$ cat src/rtl/inst_fetch_unit.sv
// IF-stage fetch unit: requests instructions at i_pc over a req/gnt/rvalid bus and
// hands returned words, tagged with their PCs, to decode in program order.
module inst_fetch_unit #(
  parameter int DEPTH = 4
) (
  input  logic        clk,
  input  logic        reset,
  input  logic [31:0] i_pc,
  output logic        o_pc_write,
  input  logic        i_flush,
  output logic        o_mem_req,
  output logic [31:0] o_mem_addr,
  input  logic        i_mem_gnt,
  input  logic        i_mem_rvalid,
  input  logic [31:0] i_mem_rdata,
  output logic        o_inst_valid,
  output logic [31:0] o_inst,
  output logic [31:0] o_inst_pc,
  input  logic        i_inst_ready,
  output logic        o_err
);

  localparam int AW = (DEPTH > 1) ? $clog2(DEPTH) : 1;
  localparam int CW = AW + 1;
  localparam logic [CW:0] LP_DEPTH = (CW + 1)'(DEPTH);

  logic [31:0]      r_pc_q   [DEPTH];
  logic [31:0]      r_inst_q [DEPTH];
  logic [DEPTH-1:0] r_filled;

  logic [AW-1:0] r_wr;
  logic [AW-1:0] r_fill;
  logic [AW-1:0] r_rd;
  logic [CW-1:0] r_count;
  logic [CW-1:0] r_unfilled;
  logic [CW-1:0] r_drop;
  logic          r_run;
  logic          r_err;

  logic [CW:0]   w_inflight;
  logic          w_req;
  logic          w_grant;
  logic          w_drop_nz;
  logic          w_has_unfilled;
  logic          w_drop_resp;
  logic          w_fill;
  logic          w_orphan;
  logic          w_valid;
  logic          w_pop;
  logic [CW-1:0] w_drop_flush;

  // Allocated entries plus responses still owed to a flushed stream bound the bus occupancy.
  assign w_inflight     = {1'b0, r_count} + {1'b0, r_drop};
  assign w_req          = r_run & ~i_flush & (w_inflight < LP_DEPTH);
  assign w_grant        = w_req & i_mem_gnt;
  assign w_drop_nz      = (r_drop != '0);
  assign w_has_unfilled = (r_unfilled != '0);
  assign w_drop_resp    = i_mem_rvalid & w_drop_nz;
  assign w_fill         = i_mem_rvalid & ~w_drop_nz & w_has_unfilled & ~i_flush;
  assign w_orphan       = i_mem_rvalid & ~w_drop_nz & ~w_has_unfilled;
  assign w_valid        = (r_count != '0) & r_filled[r_rd] & ~i_flush;
  assign w_pop          = w_valid & i_inst_ready;

  // A response arriving in the flush cycle consumes one of the owed slots immediately.
  assign w_drop_flush = r_drop + r_unfilled
                      - CW'(i_mem_rvalid & (w_drop_nz | w_has_unfilled));

  assign o_mem_req    = w_req;
  assign o_mem_addr   = i_pc;
  assign o_pc_write   = i_flush | w_grant;
  assign o_inst_valid = w_valid;
  assign o_inst       = r_inst_q[r_rd];
  assign o_inst_pc    = r_pc_q[r_rd];
  assign o_err        = r_err;

  always_ff @(posedge clk or negedge reset) begin
    if (!reset) begin
      for (int i = 0; i < DEPTH; i++) begin
        r_pc_q[i]   <= '0;
        r_inst_q[i] <= '0;
      end
      r_filled <= '0;
    end else begin
      if (w_grant) begin
        r_pc_q[r_wr]   <= i_pc;
        r_filled[r_wr] <= 1'b0;
      end
      if (w_fill) begin
        r_inst_q[r_fill] <= i_mem_rdata;
        r_filled[r_fill] <= 1'b1;
      end
    end
  end

  always_ff @(posedge clk or negedge reset) begin
    if (!reset) begin
      r_wr       <= '0;
      r_fill     <= '0;
      r_rd       <= '0;
      r_count    <= '0;
      r_unfilled <= '0;
      r_drop     <= '0;
      r_run      <= 1'b0;
      r_err      <= 1'b0;
    end else begin
      r_run <= 1'b1;
      if (w_orphan) begin
        r_err <= 1'b1;
      end
      if (i_flush) begin
        r_count    <= '0;
        r_unfilled <= '0;
        r_rd       <= r_wr;
        r_fill     <= r_wr;
        r_drop     <= w_drop_flush;
      end else begin
        r_count    <= r_count + CW'(w_grant) - CW'(w_pop);
        r_unfilled <= r_unfilled + CW'(w_grant) - CW'(w_fill);
        r_drop     <= r_drop - CW'(w_drop_resp);
        if (w_grant) begin
          r_wr <= r_wr + AW'(1);
        end
        if (w_fill) begin
          r_fill <= r_fill + AW'(1);
        end
        if (w_pop) begin
          r_rd <= r_rd + AW'(1);
        end
      end
    end
  end

endmodule

$ cat config.mk
export PLATFORM = sky130hd
export DESIGN_NAME = inst_fetch_unit
export DESIGN_NICKNAME = d
export VERILOG_FILES = /design/src/rtl/inst_fetch_unit.sv
export SDC_FILE = /design/constraint.sdc
export NUM_CORES = 1
export LEC_CHECK = 0
export BUFFER_PORTS_ARGS = -buffer_cell sky130_fd_sc_hd__buf_2
export CAP_MARGIN = 20
export CORE_MARGIN = 1
export CORE_UTILIZATION = 58
export CTS_CLUSTER_SIZE = 24
export DETAILED_ROUTE_END_ITERATION = 6
export GPL_ROUTABILITY_DRIVEN = 0
export PLACE_DENSITY = 0.91
export SETUP_SLACK_MARGIN = 0.1
export SLEW_MARGIN = 5
export SYNTH_ARGS = -nofsm -noshare
export SYNTH_HDL_FRONTEND = slang
export SYNTH_SLANG_ARGS = --single-unit
$ cat constraint.sdc
create_clock -name clk -period 2.9 [get_ports clk]
set_input_delay 0.58 -clock clk [delete_from_list [all_inputs] [get_ports clk]]
set_output_delay 0.58 -clock clk [all_outputs]
set_load 0.05 [all_outputs]
==> flow_summary.ini, run 1 <==
[run_status]
outcome = finished clean

[timing]
clock_skew_ps = 9.00
hold_violations = 0
slew-limit-headroom_pct = 50.5
drv_slew = 0
fin_crit_sh_pct = 95.6
grt_setup_unrepaired = true
tightest_slew_ps = 734
clock.fmax_ghz = 0.361
final-setup-viol-count = 0
setup_tns_ps = 0
period_needed_ps = 2770

[global_routing]
track_usage_pct = 22.6
grt.overflow.total = 0
grt_pass1_vias = 7810
grt_first_pass_wirelength_um = 43000
grt_max_degree = 77
antenna_found_initial = 0

[synth]
synth_area_mm2 = 0.0136
syn-mean-instance-area_um2 = 17.4
synth_ff_type = dfrtp_1
ys_async_sr_fraction_pct = 100
synth_edf_count = 0
syn_inst = 781
seq_area_frac_synth_pct = 50.9
synth.ff_latch_count = 277
synth_fp_nets = 873
ys.warnings.count = 0
synth.distinct_cells = 37

[run]
maxCapViolCount = 0

[drt]
vias_per_cell = 5.64
drtAntennaViolNets = 0
wl_um = 26400
vias = 7123
drc = 0
wl_per_cell_um = 20.8
dr.first_iter.drc_count = 308
dr.pass1.iters = 4

[final_layout]
syn_to_final_growth_pct = 14.3
n_antenna_cell = 0
design_area_mm2 = 0.0156
fillers = 1488
layout.nets = 1021
drive_above_1_share_pct = 60.7

[critical_path]
worstPathArrival_ps = 2190
slowest_stage = mux4_2
cp_slowest_stage_delay_ps = 580
crit_chain = buf_12 > mux4_2 > buf_2
path_class = reg -> out
path_max_fanout = 29
worstPathRequired_ps = 2320
ff2ff_path_depth = 12
cp.depth = 3
cp_num_buf_inv = 2
endpoint_kind = primary output
crit_family = multiplexers
start_kind = register

[die]
start_util_pct = 59.6
die_y_um = 155
die_w_um = 155
core.rowCount = 55
core_area_mm2 = 0.0228
io_pins = 170
die_area_mm2 = 0.0241

[worst_hold_path]
hold_path_class = in -> async

[placement]
dp.final_hpwl_um = 16300
io_buffers = 169
postPlaceCellArea_mm2 = 0.0145

[cts]
cts-hold-fix-buffers = 0
cts_buffer_depth = 3
cts_sinks = 277
h-tree-depth = 1
cts_tree = yes
cts.clk_slew.worst_paths_ps = 60
cts_inserted_buffers = 28
cts-root-buf = clkbuf_16
clock_latency_ps = 530

[power]
total_power_w = 0.0152
power_frac_clock_pct = 24.7
intPower_w = 0.0100
p_per_area_mw_per_mm2 = 977
ir_worst_vdd_v = 0.000749
switching_share_pct = 34.3
combPwrFrac_pct = 37.8
p_leak_nw = 8.39
power_frac_seq_pct = 37.5
p_sw_w = 0.00521
flip-flops by register name (all words and copies together) (netlist names):
register / count
r_drop: 3
r_count: 3
r_fill: 2
r_pc_q: 128
r_inst_q: 128
o_err: 1
r_run: 1
r_filled: 4
r_rd: 2
r_unfilled: 3
r_wr: 2
routing by layer:
metal,GRT usage (%),vias up,routed length [µm]
met5,0,-,0
met4,4.48,0,325
met3,3.01,33,920
met2,37.4,149,13100
met1,32.6,3831,12000
li1,-,3110,-
Yosys cell counts (2+ instances only):
library cell	n	area, µm²
a22o_1	4	35.0
buf_6	25	282
mux2_2	20	225
xor2_1	2	17.5
o22ai_1	2	12.5
dfrtp_1	277	6930
nand3b_1	2	15.0
nand2_1	6	22.5
nor3_1	2	10.0
o21ai_0	6	30.0
clkbuf_1	8	30.0
mux2i_1	5	50.1
buf_2	9	45.0
buf_4	33	248
fa_1	3	60.1
mux2_4	236	3540
inv_1	17	63.8
mux4_2	64	1440
xnor2_1	7	61.3
ha_1	19	238
nor2_1	8	30.0
nand2_4	8	90.1
nor2b_1	4	25.0
placed cells by master (no fill, tap or decap), types with 5 or more instances in the layout:
cell type	instances
buf_12	8
buf_2	166
buf_4	15
clkbuf_16	29
clkbuf_8	7
clkinv_2	7
dfrtp_1	274
ha_1	19
inv_1	17
mux2_2	20
mux2_4	236
mux2i_1	5
mux4_2	64
nand2_1	6
nand2_4	8
nor2_1	8
o21ai_0	6
xnor2_1	7
cells by family (layout without fill, tap and decap cells):
logic type / Yosys count / after routing / share of synthesized area (%)
and+or+nand+nor: 38 / 38 / 1.94
adders and majority gates: 22 / 22 / 2.19
other: 1 / 1 / 0.0275
xor gates and xnor gates: 9 / 9 / 0.579
muxes: 325 / 325 / 38.6
buffers and inverters: 93 / 263 / 4.93
DFF: 277 / 277 / 50.9
AOI/OAI and AO/OA: 16 / 16 / 0.809
worst register-to-register path, stage by stage, from the launching register on:
cell     delay [ps]
dfrtp_1         390
ha_1            300
nor4b_2         290
and4b_1         270
buf_4           120
inv_1            40
ha_1            290
inv_1            80
ha_1            140
inv_1            50
fa_1            370
xnor2_1         160
nor2_1           60
power groups by stage:
stage	clock (W)	sequential, W	combinational, W
after floorplan	0	0.00549	0.00473
after global placement	0	0.00567	0.00556
after detailed placement	0	0.00573	0.00570
after CTS	0.00384	0.00569	0.00576
after global routing	0.00400	0.00582	0.00607
final	0.00376	0.00571	0.00575
stage by stage:
| stage | std cells | utilization (%) | setup WS [ps] | hold slack (ps) |
|---|---|---|---|---|
| floorplan | 781 | - | 300 | 284 |
| global placement | 1205 | 63.5 | 417 | 482 |
| global route | 1264 | 68.2 | 36.4 | 39.5 |
| detailed placement | 1205 | 63.5 | 328 | 480 |
| finish | 1264 | 68.2 | 127 | 28.3 |
| CTS | 1261 | 68.0 | 92.5 | 32.3 |
final timing paths:
path / endpoint / slack [ps] / start
worst max-delay path: o_inst[26] / 130 / r_rd[0]$_DFFE_PN0P_
worst max register to register: r_count[2]$_DFF_PN0_ / 210 / r_drop[2]$_DFF_PN0_
worst min register to register: o_err$_DFFE_PN0P_ / 500 / o_err$_DFFE_PN0P_
worst min-delay path: r_pc_q[70]$_DFFE_PN0P_ / 30 / reset
min in group clk: r_inst_q[64]$_DFFE_PN0P_ / 330 / i_mem_rdata[0]
max in group asynchronous: r_inst_q[39]$_DFFE_PN0P_ / 2060 / reset
timing repair:
action | CTS | global route
pin swaps | 2 | 4
gates resized for setup | 6 | 3
setup buffers | 4 | 3
setup endpoints to repair | 3 | 62
layout make-up:
class,instances,area (µm²),area share (%)
Sequential cell,277,6940,44.6
Multi-Input combinational cell,411,6020,38.6
Timing Repair Buffer,194,1180,7.60
Clock buffer,40,837,5.38
Tap cell,313,392,2.52
Clock inverter,12,140,0.900
Inverter,17,63.8,0.410
No activity file was read; power rests on OpenSTA's default activity.
==> run 2, diff against run 1 <==
- CELL_PAD_IN_SITES_DETAIL_PLACEMENT: unset -> 2
- CELL_PAD_IN_SITES_GLOBAL_PLACEMENT: unset -> 2
- CORE_UTILIZATION: 58 -> 43
==> run 2 against run 1 <==
Effect of this change:
- the flow now finishes with violations (design-rule violations)
- clock power increased by 5.9%
- core utilization decreased by 16 points
- sequential cell count stayed put
- sequential power is 2% higher
- cell area grew 2.9%
- first-iteration DRC count increased by 18%
- die area increased by 34%
- via count grew 5.2%
- register-to-register slack got worse by 90 ps
- worst hold slack lost 23 ps
- critical path depth rose by 3
- clock-buffer cell count rose by 7
- largest power group unchanged
==> flow_summary.ini, run 2 (synthesis gave the netlist of run 1 again) <==
[run_status]
outcome = finished, violations left
violations = design-rule violations

[final_layout]
final_common_cell = dfrtp_1
n_antenna_cell = 0
layout_common_cells = dfrtp_1, mux2_4, buf_2, mux4_2, buf_4
multi_input_area_mm2 = 0.00613
fillers = 2759
drive_above_1_share_pct = 62.8
largestRegisters = r_inst_q (128), r_pc_q (128), r_filled (4)
syn_to_final_growth_pct = 17.6
layout.nets = 1043
regArea_mm2 = 0.00694

[placement]
io_buffers = 169
dp.final_hpwl_um = 22400

[critical_path]
start_kind = register
timing.rr.end = r_drop[2]$_DFF_PN0_
crit_chain = ha_4 > nor4b_4 > and4b_2 > buf_8 > or2_4 > buf_8
crit_top_cell = buf_8
r2r_slack_ps = 120
ff2ff_path_depth = 11
worstPathArrival_ps = 2250
cp-endpoint = o_pc_write
path_max_fanout = 2
r2r-start = r_drop[2]$_DFF_PN0_
cp_slowest_stage_delay_ps = 430
worstPathRequired_ps = 2320
slowest_stage = dfrtp_2
path_class = reg -> out
endpoint_kind = primary output
worstSetupStartpoint = r_count[2]$_DFF_PN0_

[die]
core_area_mm2 = 0.0309
start_util_pct = 44.1
die_y_um = 180
die_area_mm2 = 0.0324
core.rowCount = 64
die_w_um = 180
io_pins = 170

[cts]
h-tree-depth = 1
cts_buffer_depth = 3
clock_latency_ps = 560
cts_inserted_buffers = 31
cts-root-buf = clkbuf_16
cts_tree = yes
cts.clk_slew.worst_paths_ps = 60
cts_sinks = 277

[timing]
grt_setup_unrepaired = true
setup_tns_ps = 0
slew-limit-headroom_pct = 50.7
clock.fmax_ghz = 0.353
period_needed_ps = 2830
final-setup-viol-count = 0
fin_crit_sh_pct = 97.7
clock_skew_ps = 9.54
drv_slew = 0
hold_violations = 0
tightest_slew_ps = 730
holdWs_ps = 5.22

[power]
p_leak_nw = 8.48
ir_worst_vdd_v = 0.000565
p_per_area_mw_per_mm2 = 1010

[drt]
vias_per_cell = 5.46
vias = 7491
dr.first_iter.drc_count = 363
drtAntennaViolNets = 0
drc = 11
dr.pass1.iters = 7
wl_um = 36300
wl_per_cell_um = 26.4

[global_routing]
grt_first_pass_wirelength_um = 56800
grt_max_degree = 76
antenna_found_initial = 0
grt_pass1_vias = 9089
grt.overflow.total = 0
track_usage_pct = 22.7

[run]
maxCapViolCount = 0

[worst_hold_path]
hold_path_class = in -> async
-- run 2: changes by cell type in the layout (fill, tap and decap cells not counted), moves of 3 or more --
| cell | before | now |
|---|---|---|
| dfrtp_2 | 2 | 5 |
| nand2_8 | 0 | 4 |
| buf_4 | 15 | 32 |
| ha_1 | 19 | 16 |
| buf_8 | 2 | 5 |
| clkbuf_1 | 4 | 7 |
| nand2_4 | 8 | 4 |
| dfrtp_1 | 274 | 271 |
-- run 2: metrics by stage --
step	total power [W]	cell area [µm²]	setup WS (ps)	instances	utilization (%)
2_1_floorplan	0.0102	13600	300	781	-
3_5_place_dp	0.0118	14700	-21.4	1302	47.6
6_report	0.0161	16000	67.5	1372	51.8
5_1_grt	0.0167	16000	4.93	1372	51.8
3_3_place_gp	0.0114	14700	346	1302	47.6
4_1_cts	0.0161	15900	13.1	1368	51.5
-- run 2: final cells by class --
type | count | area share, %
timing repair buffer | 213 | 8.41
clock inverter | 11 | 0.695
clock buffer | 47 | 5.78
sequential | 277 | 43.3
tap | 396 | 3.09
multi-input combinational | 411 | 38.3
inverter | 17 | 0.398
-- run 2: routing by layer --
layer	share of wire (%)	routed length (µm)	GRT usage [%]
met1	41	14700	27.8
met2	54	19500	41.7
met3	3.2	1150	3.20
met4	2.5	909	5.90
met5	0	0	0
-- run 2: what timing repair did --
action / 4_1_cts / 5_1_grt
setup buffers: 8 / 4
hold buffers: 0 / 0
endpoints found under the setup margin: 183 / 27
resized for setup: 19 / 14
pin swaps: 2 / 10
-- run 2: where the power goes --
group / internal [W] / leakage [nW] / switching [W] / total (W)
clock: 0.00237 / 0.515 / 0.00162 / 0.00398
sequential: 0.00502 / 3.68 / 0.000821 / 0.00584
combinational: 0.00290 / 4.29 / 0.00338 / 0.00628
-- run 2: worst max-delay path, delay by kind of cell, from the launching register on --
family	cells	cell delay, ps
adder cells (fa/ha/maj)	1	270
flip-flops	1	430
buffers and inverters	2	250
AND/OR/NAND/NOR	3	740
-- run 2: how the worst min path moves through the flow --
stage                                  from                     end  slack, ps  cells after the start
after global placement    o_err$_DFFE_PN0P_       o_err$_DFFE_PN0P_        450                      1
after floorplan                       reset       o_err$_DFFE_PN0P_        280                      0
after detailed placement  o_err$_DFFE_PN0P_       o_err$_DFFE_PN0P_        470                      1
final                                 reset   r_pc_q[6]$_DFFE_PN0P_          5                      1
after global routing                  reset  r_pc_q[70]$_DFFE_PN0P_         30                      1
after CTS                             reset   r_pc_q[6]$_DFFE_PN0P_         20                      1
